`config.mk`:
```
export PLATFORM = sky130hd
export DESIGN_NAME = ras_ctrl_flat
export DESIGN_NICKNAME = d
export VERILOG_FILES = /design/src/rtl/riscv_pkg.sv /design/src/rtl/ras_ctrl_if.sv /design/src/rtl/ras_ctrl.sv /design/src/flat_wrapper.sv
export SDC_FILE = /design/constraint.sdc
export NUM_CORES = 1
export LEC_CHECK = 0
export CAP_MARGIN = 20
export CORE_AREA = 3 3 163 165
export CTS_CLUSTER_DIAMETER = 50
export DETAILED_ROUTE_END_ITERATION = 6
export DIE_AREA = 0 0 166 168
export PLACE_DENSITY = 0.91
export SLEW_MARGIN = 20
export SYNTH_ARGS = -nofsm -noshare
export SYNTH_HDL_FRONTEND = slang
export SYNTH_SLANG_ARGS = --single-unit
```
`constraint.sdc`:
```
create_clock -name clk -period 4.72 [get_ports clk]
set_input_delay 0.708 -clock clk [delete_from_list [all_inputs] [get_ports clk]]
set_output_delay 0.708 -clock clk [all_outputs]
set_load 0.03 [all_outputs]
```
`src/rtl/riscv_pkg.sv`:
```
// Shared core-wide parameters.
package riscv_pkg;
    localparam int XLEN     = 32;
    localparam int RAS_SIZE = 8;
endpackage

```
`src/rtl/ras_ctrl_if.sv`:
```
// Fetch-side call/ret handshake into the RAS speculation controller.
interface ras_ctrl_if;
    import riscv_pkg::*;

    logic            fe_valid;
    logic            fe_is_call;
    logic            fe_is_ret;
    logic [XLEN-1:0] fe_link_addr;
    logic            fe_ready;
    logic [XLEN-1:0] fe_pred_target;
    logic            fe_pred_valid;

    modport master (
        output fe_valid, fe_is_call, fe_is_ret, fe_link_addr,
        input  fe_ready, fe_pred_target, fe_pred_valid
    );

    modport slave (
        input  fe_valid, fe_is_call, fe_is_ret, fe_link_addr,
        output fe_ready, fe_pred_target, fe_pred_valid
    );
endinterface

```
`src/rtl/ras_ctrl.sv`:
```
// RAS speculation controller: undo log of speculative push/pop, youngest-first replay on flush.
// Optional counters enabled by defining RAS_CTRL_STATS_EN.
module ras_ctrl
    import riscv_pkg::*;
#(
    parameter int LOG_DEPTH = 8,
    parameter int LOG_PTR_W = $clog2(LOG_DEPTH)
) (
    input  logic            clk,
    input  logic            reset,
    ras_ctrl_if.slave       fe,
    input  logic            cm_valid,
    input  logic            flush,
    output logic            busy,
    output logic            ras_push,
    output logic            ras_pop,
    output logic [XLEN-1:0] ras_return_addr,
    input  logic [XLEN-1:0] ras_predicted_return,
    input  logic            ras_valid,
    output logic [31:0]     stat_undo_ops,
    output logic [31:0]     stat_stall_cycles
);

    typedef enum logic {RUN, UNDO} state_t;

    localparam logic [1:0] K_PUSH = 2'd0;
    localparam logic [1:0] K_POP  = 2'd1;
    localparam logic [1:0] K_SWAP = 2'd2;

    localparam logic [LOG_PTR_W:0] FULL = (LOG_PTR_W+1)'(LOG_DEPTH);

    state_t               state;
    logic [LOG_PTR_W-1:0] head;
    logic [LOG_PTR_W-1:0] tail;
    logic [LOG_PTR_W:0]   cnt;

    logic [1:0]      log_kind [LOG_DEPTH];
    logic            log_had  [LOG_DEPTH];
    logic [XLEN-1:0] log_addr [LOG_DEPTH];

    logic            u_push;
    logic            u_pop;
    logic [XLEN-1:0] u_addr;

    logic                 is_run;
    logic                 ev;
    logic                 acc;
    logic                 cm_eff;
    logic [LOG_PTR_W:0]   cnt_cm;
    logic [LOG_PTR_W-1:0] yidx;
    logic                 inv_push;
    logic                 inv_pop;

    assign is_run = (state == RUN);
    assign ev     = fe.fe_valid & (fe.fe_is_call | fe.fe_is_ret);
    assign fe.fe_ready = is_run & ~flush & ((cnt < FULL) | cm_valid);
    assign acc    = ev & fe.fe_ready;
    assign cm_eff = is_run & cm_valid & (cnt != '0);
    assign cnt_cm = cnt - (LOG_PTR_W+1)'(cm_eff);
    assign yidx   = tail - 1'b1;
    assign busy   = ~is_run;

    assign fe.fe_pred_valid  = fe.fe_valid & fe.fe_is_ret & ras_valid & is_run;
    assign fe.fe_pred_target = fe.fe_pred_valid ? ras_predicted_return : '0;

    // Inverse of the youngest logged op
    always_comb begin
        inv_push = 1'b0;
        inv_pop  = 1'b0;
        unique case (log_kind[yidx])
            K_PUSH: inv_pop = 1'b1;
            K_POP:  inv_push = log_had[yidx];
            K_SWAP: begin
                inv_push = log_had[yidx];
                inv_pop  = 1'b1;
            end
            default: ;
        endcase
    end

    always_comb begin
        ras_push        = u_push;
        ras_pop         = u_pop;
        ras_return_addr = u_addr;
        if (is_run) begin
            ras_push        = acc & fe.fe_is_call;
            ras_pop         = acc & fe.fe_is_ret;
            ras_return_addr = (acc & fe.fe_is_call) ? fe.fe_link_addr : '0;
        end
    end

    always_ff @(posedge clk) begin
        if (acc) begin
            log_kind[tail] <= fe.fe_is_call ? (fe.fe_is_ret ? K_SWAP : K_PUSH) : K_POP;
            log_had[tail]  <= ras_valid;
            log_addr[tail] <= ras_predicted_return;
        end
    end

    always_ff @(posedge clk) begin
        if (reset) begin
            state  <= RUN;
            head   <= '0;
            tail   <= '0;
            cnt    <= '0;
            u_push <= 1'b0;
            u_pop  <= 1'b0;
            u_addr <= '0;
        end else begin
            unique case (state)
                RUN: begin
                    head <= head + LOG_PTR_W'(cm_eff);
                    if (flush) begin
                        if (cnt_cm != '0) begin
                            state  <= UNDO;
                            u_push <= inv_push;
                            u_pop  <= inv_pop;
                            u_addr <= inv_push ? log_addr[yidx] : '0;
                            tail   <= yidx;
                            cnt    <= cnt_cm - 1'b1;
                        end else begin
                            cnt <= cnt_cm;
                        end
                    end else begin
                        tail <= tail + LOG_PTR_W'(acc);
                        cnt  <= cnt_cm + (LOG_PTR_W+1)'(acc);
                    end
                end
                UNDO: begin
                    if (cnt != '0) begin
                        u_push <= inv_push;
                        u_pop  <= inv_pop;
                        u_addr <= inv_push ? log_addr[yidx] : '0;
                        tail   <= yidx;
                        cnt    <= cnt - 1'b1;
                    end else begin
                        state  <= RUN;
                        u_push <= 1'b0;
                        u_pop  <= 1'b0;
                        u_addr <= '0;
                    end
                end
                default: state <= RUN;
            endcase
        end
    end

    always_ff @(posedge clk) begin
        if (!reset) begin
            assert (!(cm_valid && state == UNDO));
            assert (!(cm_valid && state == RUN && cnt == '0));
        end
    end

`ifdef RAS_CTRL_STATS_EN
    logic undo_op;
    logic stall;

    assign undo_op = ~is_run & (ras_push | ras_pop);
    assign stall   = ev & ~fe.fe_ready;

    always_ff @(posedge clk) begin
        if (reset) begin
            stat_undo_ops     <= '0;
            stat_stall_cycles <= '0;
        end else begin
            if (undo_op && stat_undo_ops != '1)
                stat_undo_ops <= stat_undo_ops + 1'b1;
            if (stall && stat_stall_cycles != '1)
                stat_stall_cycles <= stat_stall_cycles + 1'b1;
        end
    end
`else
    assign stat_undo_ops     = '0;
    assign stat_stall_cycles = '0;
`endif

endmodule

```
`src/flat_wrapper.sv`:
```
// flat-port wrapper written by rule: the top's interface ports become plain ports
module ras_ctrl_flat import riscv_pkg::*;
#(
    parameter int LOG_DEPTH = 8,
    parameter int LOG_PTR_W = $clog2(LOG_DEPTH)
)
  (clk, reset, cm_valid, flush, busy, ras_push, ras_pop, ras_return_addr, ras_predicted_return, ras_valid, stat_undo_ops, stat_stall_cycles, fe_fe_valid, fe_fe_is_call, fe_fe_is_ret, fe_fe_link_addr, fe_fe_ready, fe_fe_pred_target, fe_fe_pred_valid);
  ras_ctrl_if fe_i ();
  input  logic clk;
  input  logic reset;
  input  logic cm_valid;
  input  logic flush;
  output logic busy;
  output logic ras_push;
  output logic ras_pop;
  output logic [XLEN-1:0] ras_return_addr;
  input  logic [XLEN-1:0] ras_predicted_return;
  input  logic ras_valid;
  output logic [31:0] stat_undo_ops;
  output logic [31:0] stat_stall_cycles;
  input wire logic [$bits(fe_i.fe_valid)-1:0] fe_fe_valid;
  input wire logic [$bits(fe_i.fe_is_call)-1:0] fe_fe_is_call;
  input wire logic [$bits(fe_i.fe_is_ret)-1:0] fe_fe_is_ret;
  input wire logic [$bits(fe_i.fe_link_addr)-1:0] fe_fe_link_addr;
  output wire logic [$bits(fe_i.fe_ready)-1:0] fe_fe_ready;
  output wire logic [$bits(fe_i.fe_pred_target)-1:0] fe_fe_pred_target;
  output wire logic [$bits(fe_i.fe_pred_valid)-1:0] fe_fe_pred_valid;
  assign fe_i.fe_valid = fe_fe_valid;
  assign fe_i.fe_is_call = fe_fe_is_call;
  assign fe_i.fe_is_ret = fe_fe_is_ret;
  assign fe_i.fe_link_addr = fe_fe_link_addr;
  assign fe_fe_ready = fe_i.fe_ready;
  assign fe_fe_pred_target = fe_i.fe_pred_target;
  assign fe_fe_pred_valid = fe_i.fe_pred_valid;
  ras_ctrl #(.LOG_DEPTH(LOG_DEPTH), .LOG_PTR_W(LOG_PTR_W)) u_core (.clk(clk), .reset(reset), .fe(fe_i), .cm_valid(cm_valid), .flush(flush), .busy(busy), .ras_push(ras_push), .ras_pop(ras_pop), .ras_return_addr(ras_return_addr), .ras_predicted_return(ras_predicted_return), .ras_valid(ras_valid), .stat_undo_ops(stat_undo_ops), .stat_stall_cycles(stat_stall_cycles));
endmodule
```
==> impl_summary.md, run 1 <==
STA
The count of final max-slew check failures is 0. The portion of the clock cycle consumed by the worst path in the final layout is 0.8578. Setup violations remaining at the end of the flow were counted as 0. The peak clock frequency supported by timing is 0.2470 GHz. Across all hold checks on the routed design, the worst slack comes to around 0.47 ns.

The hold violation count in the final report is 0. The worst pin sits at a relative slew slack of 0.3985. The total negative slack is 0 ns. The transition time of the tightest slew-check pin is 0.8993 ns. The time the final worst path needs with I/O delays and setup is slightly above 4 ns.

On the final layout, the worst clock skew is 0.008056 ns. Setup slack closes at 0.6712 ns. Setup repair after global routing left no endpoint under its margin.

Placed design
The half-perimeter wire length after detailed placement is 17.97 mm. The count of buffers inserted at the top-level ports is 140. Routability-driven placement finished with a final weighted congestion of 0.8460. The placed instances occupy a cell area of 15,210 um^2. The setup slack at placement is between 0.7 and 0.8 ns.

Layout
The total inserted antenna cells is 0. The area of all placed cells without fillers is 16,280 um^2. The layout has 1,592 filler cells. The area growth from synthesis to layout is 19.33%. In the layout the commonest cells are edfxtp_1 (280), clkdlybuf4s50_1 (140), a22o_1 (64), conb_1 (64), mux4_2 (51). The most common library cell in the layout ignoring fill and taps is edfxtp_1. In the final design database the tool counted 993 nets. In the final layout, the share of cells above drive strength 1 is 0.1767.

Global route
The global-route total usage across every layer is 0.2232. The via count of the first global-routing pass was 8,004. The residual overflow from global routing is 0. The first global-routing pass estimated 48.20 mm of wire.

Entering global routing, the biggest net connects 67 pins. The number of antenna violations at the first check in global routing is 0.

Detailed routing
The number of violations reported at the end of detailed-routing iteration 0 is 713. In the final routed layout, each cell accounts on average for 25.19 um. The detail route stage leaves a number of antenna-violating nets equal to 0. Detailed routing inserted a total of just under 8,000 vias.

The number of optimization iterations in the first detailed-route pass is 5. In the routed layout, each cell is associated on average with a via count of 6.146. For this block, the routed nets add up to roughly 32 mm of wire. The post-detailed-route DRC marker count is 0.

Pwr
The maximum vdd drop is 0.5806 mV. Summed over all cells, the static leakage comes to 0.005545 uW. In this run the power density over the cells is 603.3 nW/um^2.

Clocking
Post-CTS repair changed the size of 0 cells. The register clock-pin slew on the reported worst setup and hold paths is ~0.060 ns. The TritonCTS clock tree is built.

The number of setup buffers added after CTS is 0. In this run the deepest clock path goes through 3 buffers. The count of hold-fix buffers inserted at cts is 0. The latest clock arrival within the worst-skew pair is about 0.55 ns. The number of buffers added by the clock tree synthesis step is 30. CTS built an H-tree with a depth of 1. The tree is rooted in a clkbuf_16. The clock sink count is ~320.

Flow run
The number of max-capacitance violations reported is 0.

Worst setup path
The critical path capture point type is an output pin. The sort of element at the start of the critical path is an input port. The worst reg2reg path startpoint is u_core.cnt[1]$_SDFFE_PP0P_. The worst flop-to-flop path endpoint is u_core.u_addr[24]$_SDFFE_PP0P_. The worst setup path is of the in -> out kind. The internal reg-to-reg setup slack is 0.75 ns. The worst endpoint required time is 4.01 ns. STA puts the critical path data arrival time at between 3 and 4 ns. The worst register-to-register path has a depth of 13. The maximum fanout along the worst path is 19.

Logic synthesis
For this run, the leading register cell type out of synthesis is edfxtp_1. For this run, the number of Yosys warnings is 0. After technology mapping, the gate count stands at 768. The number of different library cells used by synthesis comes to 57.

Counting flops with a built-in enable in the synthesized netlist gives 280. The mapped netlist covers 13,650 um^2. The mean post-synth cell area is 17.77 um^2. The number of storage elements in the synthesis netlist is around 320. Of all flip-flops after synthesis, the portion carrying an async set or reset was 0. For this run, the register share of the synthesized area comes to 0.6778.

Hold path
Counting instances, the worst hold path has a depth of 1. For hold timing, the worst endpoint is u_core.u_push$_SDFFE_PP0P_. The worst hold path begins at u_core.u_push$_SDFFE_PP0P_. The type of the tightest min-delay check is reg -> reg.

Floorplanning
The floorplan step set the die width to 166 um. During I/O placement, the number of pins put on the boundary was 205. The die covers 27,890 um^2.

The number of rows in the core area is 58. The region available for standard cell placement spans 25,180 um^2. The starting utilization of the core area is 0.5419. The die is approximately 170 um tall.

Outcome
The flow ran to the end, and the final reports show no timing, DRC or antenna violations.
## cells by family (layout without fill, tap and decap cells)
kind of cell               after synthesis  count (layout)  share of synthesized area
AOI/OAI and AO/OA                      103             103                    0.06088
xor gates and xnor gates                18              18                    0.01348
adders and majority gates               10              10                   0.009169
buffers and inverters                  117             220                    0.05832
DFF                                    322             322                     0.6778
muxes                                   99              99                     0.1401
other                                    1              64                  0.0002748
and+or+nand+nor                         98              98                    0.03998
## critical path: stages
cell	delay, ns
clkdlybuf4s50_1	0.47
nor2b_1	0.06
nor4b_1	0.42
and2_2	0.54
buf_12	0.24
a22o_1	0.15
clkdlybuf4s50_1	0.73
## area by class of cell
class / count / area [um^2] / area share
tap: 330 / 412.9 / 0.02536
clock buffer: 39 / 845.8 / 0.05194
clock inverter: 16 / 227.7 / 0.01398
multi-input combinational: 392 / 3913 / 0.2403
timing repair buffer: 157 / 1604 / 0.09851
sequential: 322 / 9250 / 0.5681
inverter: 8 / 30.03 / 0.001844
## Yosys cell counts (7+ instances only)
master	number	area share
inv_1	7	0.0019
nor2_1	13	0.0036
nand2_1	22	0.0061
mux2_2	31	0.026
mux4_2	51	0.084
buf_2	9	0.0033
buf_4	65	0.036
ha_1	10	0.0092
edfxtp_1	280	0.62
xor2_1	8	0.0051
and2_1	34	0.016
dfxtp_1	42	0.062
clkbuf_1	22	0.0061
xnor2_1	8	0.0051
a22o_1	64	0.041
buf_6	7	0.0058
mux4_1	15	0.029
## registers in the layout (all words and copies together), names as in the netlist
register         count
u_core.busy          1
u_core.log_kind     16
u_core.u_addr       32
u_core.log_addr    256
u_core.log_had       8
u_core.cnt           4
u_core.u_push        1
u_core.tail          3
u_core.u_pop         1
## metrics by stage
stage               cells  utilization  power, uW
floorplan             831            -       6463
global placement     1209       0.6040       7086
detailed placement   1209       0.6040       7230
CTS                  1264       0.6466       9858
global route         1264       0.6466      10200
finish               1264       0.6466       9824
## layer usage
layer,GRT usage,part of all wire
met5,0,0
met2,0.3808,0.51
met1,0.2842,0.37
met3,0.03733,0.081
met4,0.1016,0.041
## report_power, final
| part | leakage [uW] | switching [uW] | internal [uW] |
|---|---|---|---|
| Combinational | 0.00215 | 1890 | 1770 |
| Clock | 0.000524 | 1040 | 1540 |
| Sequential | 0.00287 | 224 | 3360 |
| Total | 0.00554 | 3150 | 6670 |
## how the worst max path moves through the flow
| stage | slack (ns) | end | startpoint |
|---|---|---|---|
| after floorplan | 0.38 | u_core.log_addr[1][0]$_DFFE_PP_ | cm_valid |
| after global placement | 0.87 | ras_return_addr[1] | cm_valid |
| after detailed placement | 0.76 | ras_return_addr[2] | cm_valid |
| after CTS | 0.71 | ras_return_addr[2] | cm_valid |
| after global routing | 0.51 | u_core.u_addr[23]$_SDFFE_PP0P_ | u_core.cnt[1]$_SDFFE_PP0P_ |
| final | 0.67 | ras_return_addr[1] | cm_valid |
No activity file was read; power rests on OpenSTA's default activity.
==> run 2: changes to the inputs <==
- CORE_AREA: 3 3 163 165 -> 2 2 162 164
- DIE_AREA: 0 0 166 168 -> 0 0 164 166
==> impl_summary.md, run 2 (synthesis gave the netlist of run 1 again) <==
Outcome
The flow ran to the end, and the final reports show no timing, DRC or antenna violations.

Layout
The most common library cell in the layout ignoring fill and taps is edfxtp_1. The number of standard cells in the layout, taps in and fillers out is 1,271 (+0.55%). The area added between synthesis and finish is 18.44%. In the final layout, the registers with the most flip-flops are u_core.log_addr (256), u_core.u_addr (32), u_core.log_kind (16). The flip-flop count of the largest register, all copies and words added is 256 (unchanged). The total inserted antenna cells is 0 (unchanged). More flip-flops sit in one register than any other, and that register is u_core.log_addr. In the layout the commonest cells are edfxtp_1 (280), clkdlybuf4s50_1 (140), a22o_1 (64), conb_1 (64), mux4_2 (51).

The ratio of cells with drive above 1 in the final layout was 0.1720 (-0.004651). The number of nets in the layout is 993 (unchanged).

STA
The relative max-transition margin is 0.4774 (+0.07884). The transition time of the tightest slew-check pin is 0.7840 ns (-0.1153 ns). The time the final worst path needs with I/O delays and setup is 3.914 ns (-0.1349 ns).

The hold violation count in the final report is 0 (unchanged). Setup repair after global routing left no endpoint under its margin. The total negative slack is 0 ns (unchanged). The final worst clock skew was 0.01184 ns (+0.003788 ns). The count of final max-slew check failures was 0 (unchanged).

The portion of the clock cycle consumed by the worst path in the final layout is 0.8292 (-0.02858). The peak clock frequency supported by timing came to 0.2555 GHz (+3.4%). The total of endpoints with negative setup slack in the final report came to 0 (unchanged).

Worst setup path
The worst reg2reg path startpoint is u_core.cnt[1]$_SDFFE_PP0P_. The worst endpoint required time is 4.01 ns (about the same). The worst setup path category is in -> out. The sort of element at the start of the critical path is an input port.

The worst setup path is captured at an output pin. The depth of the worst register-to-register path is 13 (unchanged). The arrival time at the worst endpoint is 3.21 ns (-0.13 ns).

The maximum fanout along the worst path is 17 (-2). The internal reg-to-reg setup slack was 0.83 ns (+0.08 ns). The worst flop-to-flop path endpoint is u_core.u_addr[16]$_SDFFE_PP0P_.

Placed design
The cell total after placement came to 1,213 (+0.33%). The weighted congestion reported at the end of routability-driven placement is 0.7627 (-9.8%). The count of buffers inserted at the top-level ports was 140 (unchanged). The half-perimeter wire length after detailed placement is 16.25 mm (-9.6%).

Hold path
The end of the worst hold path is u_core.u_push$_SDFFE_PP0P_. The worst hold path begins at u_core.u_push$_SDFFE_PP0P_. The instance count along the most critical hold path was 1 (unchanged). The type of the tightest min-delay check is reg -> reg.

Flow run
The number of max-capacitance violations reported is 0 (unchanged).

Clocking
The register clock-pin slew on the reported worst setup and hold paths is 0.06 ns (about the same). The latest clock arrival within the worst-skew pair came to 0.57 ns (+0.02 ns). The post-cts repair resize count was 0 (unchanged).

The number of buffers added by the clock tree synthesis step is 31 (+3.3%). The count of hold-fix buffers inserted at cts is 0 (unchanged). The clock sink count came to 322 (unchanged). The CTS root buffer is clkbuf_16. The number of buffers inserted by post-CTS setup repair is 0 (unchanged). The maximum level of the CTS H-tree is 1 (unchanged).

The maximum number of buffers from clock root to sink is 3 (unchanged). TritonCTS built the clock tree.

Global route
The wire length of the first global-routing pass was 44.06 mm (-8.6%). The residual overflow from global routing was 0 (unchanged). The number of antenna violations at the first check in global routing was 0 (unchanged). The via count of the first global-routing pass is 7,592 (-5.1%). The global-route total usage across every layer came to 0.2163 (-0.006938). The largest net degree at the start of global routing is 67 (unchanged).

Floorplanning
The die height was 166 um (-1.2%). The number of top-level pins is 205 (unchanged). The starting utilization of the core area is 0.5327 (-0.009185).

The die outline area was 27,220 um^2 (-2.4%). The area of the core region came to 25,620 um^2 (+1.7%). The number of rows in the core area is 59 (+1.7%). The die outline width is 164 um (-1.2%).

Pwr
The maximum vdd drop is 0.5290 mV (-8.9%). The power density over the cells was 588.2 nW/um^2 (-2.5%). The static leakage came to 0.005487 uW (-1.0%).

Detailed routing
The routed wirelength normalized by instance count came to 22.81 um (-9.5%). The total vias in the final route is 7,456 (-4.0%). The number of optimization iterations in the first detailed-route pass is 5 (unchanged). The number of violations reported at the end of detailed-routing iteration 0 came to 570 (-20%). The number of nets with antenna violations after detailed routing is 0 (unchanged). The post-detailed-route DRC marker count came to 0 (unchanged). The routed wire length was 28.99 mm (-9.0%). The average via count per standard cell is 5.866 (-4.6%).
[run 2: how the worst max path moves through the flow]
stage                                            endpoint  cells after the start                        from  slack, ns
after global placement              fe_fe_pred_target[23]                      5                   ras_valid       0.77
after detailed placement            fe_fe_pred_target[27]                      5                   ras_valid       0.72
after CTS                           fe_fe_pred_target[27]                      5                   ras_valid       0.74
final                                 ras_return_addr[17]                      7                    cm_valid       0.81
after global routing       u_core.u_addr[30]$_SDFFE_PP0P_                     13  u_core.cnt[1]$_SDFFE_PP0P_       0.49
after floorplan           u_core.log_addr[1][0]$_DFFE_PP_                      5                    cm_valid       0.38
[run 2: routing by layer]
| layer | vias to the layer above | GRT usage | share of wire |
|---|---|---|---|
| met5 | - | 0 | 0 |
| met4 | 0 | 0.06140 | 0.023 |
| met3 | 51 | 0.03172 | 0.080 |
| met2 | 426 | 0.3734 | 0.51 |
| met1 | 3763 | 0.2873 | 0.39 |
| li1 | 3216 | - | - |
[run 2: per-stage QoR]
| step | area (um^2) | total power [uW] | hold slack (ns) | utilization | setup slack, ns |
|---|---|---|---|---|---|
| after floorplan | 13880 | 6463 | 0.4256 | - | 0.3784 |
| after global placement | 15200 | 7084 | 0.4382 | 0.5933 | 0.7672 |
| after detailed placement | 15200 | 7207 | 0.4564 | 0.5933 | 0.7209 |
| after CTS | 16160 | 9573 | 0.4667 | 0.6309 | 0.7445 |
| after global routing | 16160 | 9940 | 0.4903 | 0.6309 | 0.4893 |
| final | 16160 | 9506 | 0.4683 | 0.6309 | 0.8060 |
[run 2: worst max-delay path, stage by stage]
cell and delay (ns):
clkdlybuf4s50_1 0.48, nor2b_1 0.06, nor4b_1 0.40, and2_2 0.50, buf_12 0.22, a22o_1 0.15, clkdlybuf4s50_1 0.67
[run 2: where the power goes]
group	switching (uW)	total, uW	internal [uW]
Sequential	215	3570	3360
Clock	1020	2320	1300
Combinational	1840	3610	1760
Total	3080	9510	6430
[run 2: cell type report]
cell class / count / area (um^2)
Timing Repair Buffer: 156 / 1584
Multi-Input combinational cell: 392 / 3914
Sequential cell: 322 / 9250
Clock inverter: 10 / 75.07
Tap cell: 335 / 419.2
Clock buffer: 48 / 889.6
Inverter: 8 / 30.03
Fill cell: 1723 / 9454
==> run 3: changes to the inputs <==
- clock period: 4.72 -> 4 ns (I/O delays scaled with it)
==> impl_summary.md, run 3 (synthesis gave the netlist of run 1 again) <==
Outcome
The flow ran to the end, and the final reports show no timing, DRC or antenna violations.

Pwr
The post-layout total power is 11,620 uW (+22%). The power density over the cells was 712.0 nW/um^2 (+21%). The maximum vdd drop is 0.6300 mV (+19%).

The static leakage is 0.005654 uW (+3.0%).

Layout
The largest registers in the layout are u_core.log_addr (256), u_core.u_addr (32), u_core.log_kind (16). The most common library cell in the layout ignoring fill and taps is edfxtp_1. The number of nets in the layout is 1,006 (+1.3%). The area added between synthesis and finish is 19.64%. u_core.log_addr holds more flip-flops than any other register. The total of fill cells in the finished design came to 1,676 (-2.7%). The flip-flop count of the largest register, all copies and words added is 256 (unchanged). The library cells used most frequently in the layout, excluding fill and tap cells, are edfxtp_1 (280), clkdlybuf4s50_1 (109), a22o_1 (64), conb_1 (64), mux4_2 (51). The total inserted antenna cells is 0 (unchanged). The final design utilization was 0.6373 (+0.006398). The number of standard cells in the layout, taps in and fillers out is 1,284 (+1.0%).

The ratio of cells with drive above 1 in the final layout is 0.2171 (+0.04506).

STA
Setup repair after global routing left no endpoint under its margin. The total negative slack was 0 ns (unchanged). The count of final max-slew check failures was 0 (unchanged).

The portion of the clock cycle consumed by the worst path in the final layout is 0.8856. The transition time of the tightest slew-check pin is 0.6428 ns (-0.1412 ns). The time the final worst path needs with I/O delays and setup is between 3 and 4 ns.

The final worst setup slack is 0.4576 ns (-0.3484 ns). The total of endpoints with negative setup slack in the final report is 0 (unchanged). Derived from the worst setup path, the maximum achievable clock frequency is 0.2823 GHz. The relative max-transition margin was 0.5678 (+0.09047). The final worst clock skew is 0.03175 ns (+0.01990 ns). The hold violation count in the final report is 0 (unchanged).

Clocking
The post-cts repair resize count was 0 (unchanged). TritonCTS built the clock tree. The number of buffers added by the clock tree synthesis step is 34 (+9.7%). The latest clock arrival within the worst-skew pair was 0.53 ns (-0.04 ns). The maximum number of buffers from clock root to sink is 3 (unchanged).

The maximum level of the CTS H-tree is 2 (+1). The tree is rooted in a clkbuf_16. The clock sink count was 322 (unchanged). The number of buffers inserted by post-CTS setup repair is 0 (unchanged). The count of hold-fix buffers inserted at cts is 0 (unchanged). The register clock-pin slew on the reported worst setup and hold paths is 0.06 ns (about the same).

Floorplanning
The number of rows in the core area is 59 (unchanged). The area of the core region came to 25,620 um^2 (unchanged). The number of top-level pins was 205 (unchanged).

The starting utilization of the core area is 0.5327 (unchanged). The die outline area was 27,220 um^2 (unchanged). The die height came to 166 um (unchanged). The die outline width is 164 um (unchanged).

Worst setup path
The worst reg2reg path startpoint is u_core.cnt[1]$_SDFFE_PP0P_. The worst setup path is captured at a flop. The delay of the slowest cell on the worst path is 0.47 ns (-0.20 ns). The maximum fanout along the worst path was 32 (+15). The worst endpoint required time is 4.45 ns (+0.44 ns). The depth of the worst register-to-register path is 14 (+1). The worst setup path category is reg -> reg. The count of buffer and inverter cells on the critical path was 3 (unchanged).

The slowest stage of the critical path belongs to the cell dfxtp_1. The critical path goes through inv_1, ha_1, nor3b_1, nor3b_1, ha_1, xor2_1, inv_1, ha_1, nand2b_1, o21bai_1, a211oi_1, and3_2, buf_12, a22o_1. On the critical path the largest part of the delay comes from simple AND/OR/NAND/NOR gates. The worst flop-to-flop path endpoint is u_core.u_addr[10]$_SDFFE_PP0P_.

The arrival time at the worst endpoint was 4.00 ns (+0.79 ns). The internal reg-to-reg setup slack was 0.46 ns (-0.37 ns). Among the stages of the critical path, the cell type that occurs most often is ha_1. The worst setup path is launched from a flop.

Detailed routing
The post-detailed-route DRC marker count is 0 (unchanged). The routed wire length is 30.69 mm (+5.9%). The met2 routed wirelength is 15.69 mm (+6.3%). The number of nets with antenna violations after detailed routing is 0 (unchanged).

The number of optimization iterations in the first detailed-route pass is 4 (-1). The average via count per standard cell is 5.851 (-0.26%). The total vias in the final route came to 7,513 (+0.76%). The routed metal-1 wire length is 12.16 mm (+8.0%).

The length of routed met3 wiring came to 2.113 mm (-9.0%). The number of violations reported at the end of detailed-routing iteration 0 is 652 (+14%). The top layer reached by signal wires is met4. The routed wirelength normalized by instance count is 23.90 um (+4.8%).

Global route
The wire length of the first global-routing pass is 46.78 mm (+6.2%). The largest net degree at the start of global routing is 44 (-34%). The global-route total usage across every layer is 0.2296 (+0.01326). The residual overflow from global routing is 0 (unchanged).

The number of antenna violations at the first check in global routing is 0 (unchanged). The via count of the first global-routing pass is 7,721 (+1.7%).

Placed design
The half-perimeter wire length after detailed placement is 17.74 mm (+9.1%). The count of buffers inserted at the top-level ports is 140 (unchanged). The setup slack at placement is 0.4556 ns (-0.2653 ns).

The weighted congestion reported at the end of routability-driven placement is 0.8165 (+7.1%). The cell total after placement came to 1,223 (+0.82%).

Flow run
The number of max-capacitance violations reported was 0 (unchanged).

Hold path
The end of the worst hold path is u_core.u_addr[14]$_SDFFE_PP0P_. The instance count along the most critical hold path is 2 (+1). The min-delay analysis places its worst path in the category reg -> reg. The worst min-delay path startpoint is u_core.u_addr[14]$_SDFFE_PP0P_.
-- run 3: per-layer routing --
layer	vias to the layer above	global-route usage
met4	0	0.06979
met1	3822	0.3095
met2	401	0.3862
li1	3236	-
met5	-	0
met3	54	0.03796
-- run 3: worst max-delay path by stage --
stage,from,endpoint,cells after the start
after floorplan,u_core.busy$_SDFF_PP0_,u_core.log_addr[5][0]$_DFFE_PP_,5
after CTS,cm_valid,ras_push,6
after global placement,cm_valid,u_core.u_addr[28]$_SDFFE_PP0P_,12
after detailed placement,cm_valid,u_core.u_addr[27]$_SDFFE_PP0P_,12
final,u_core.cnt[1]$_SDFFE_PP0P_,u_core.u_addr[10]$_SDFFE_PP0P_,14
after global routing,u_core.cnt[1]$_SDFFE_PP0P_,u_core.u_addr[10]$_SDFFE_PP0P_,14
-- run 3: worst register-to-register path, stage by stage (launching register included) --
cell and delay [ns]:
dfxtp_1 0.47, inv_1 0.13, ha_1 0.21, nor3b_1 0.15, nor3b_1 0.33, ha_1 0.34, xor2_1 0.24, inv_1 0.10
ha_1 0.22, nand2b_1 0.16, o21bai_1 0.14, a211oi_1 0.32, and3_2 0.27, buf_12 0.22, a22o_1 0.19
-- run 3: through the flow --
step,area [um^2],hold slack [ns]
floorplan,13890,0.4256
global placement,15240,0.4506
detailed placement,15240,0.4643
CTS,16330,0.4722
global route,16330,0.4994
finish,16330,0.4648
-- run 3: final cells by class --
type                            count  area, um^2  area share
Clock buffer                       42       900.9     0.05518
Clock inverter                     19       180.2     0.01104
Inverter                            8       30.03    0.001839
Multi-Input combinational cell    392        3926      0.2405
Sequential cell                   322        9250      0.5666
Tap cell                          335       419.2     0.02567
Timing Repair Buffer              166        1619     0.09917
-- run 3: report_power, final --
group	switching (uW)	internal [uW]	total [uW]
clock network	1300	1760	3060
logic	2190	2140	4330
registers	270	3960	4230
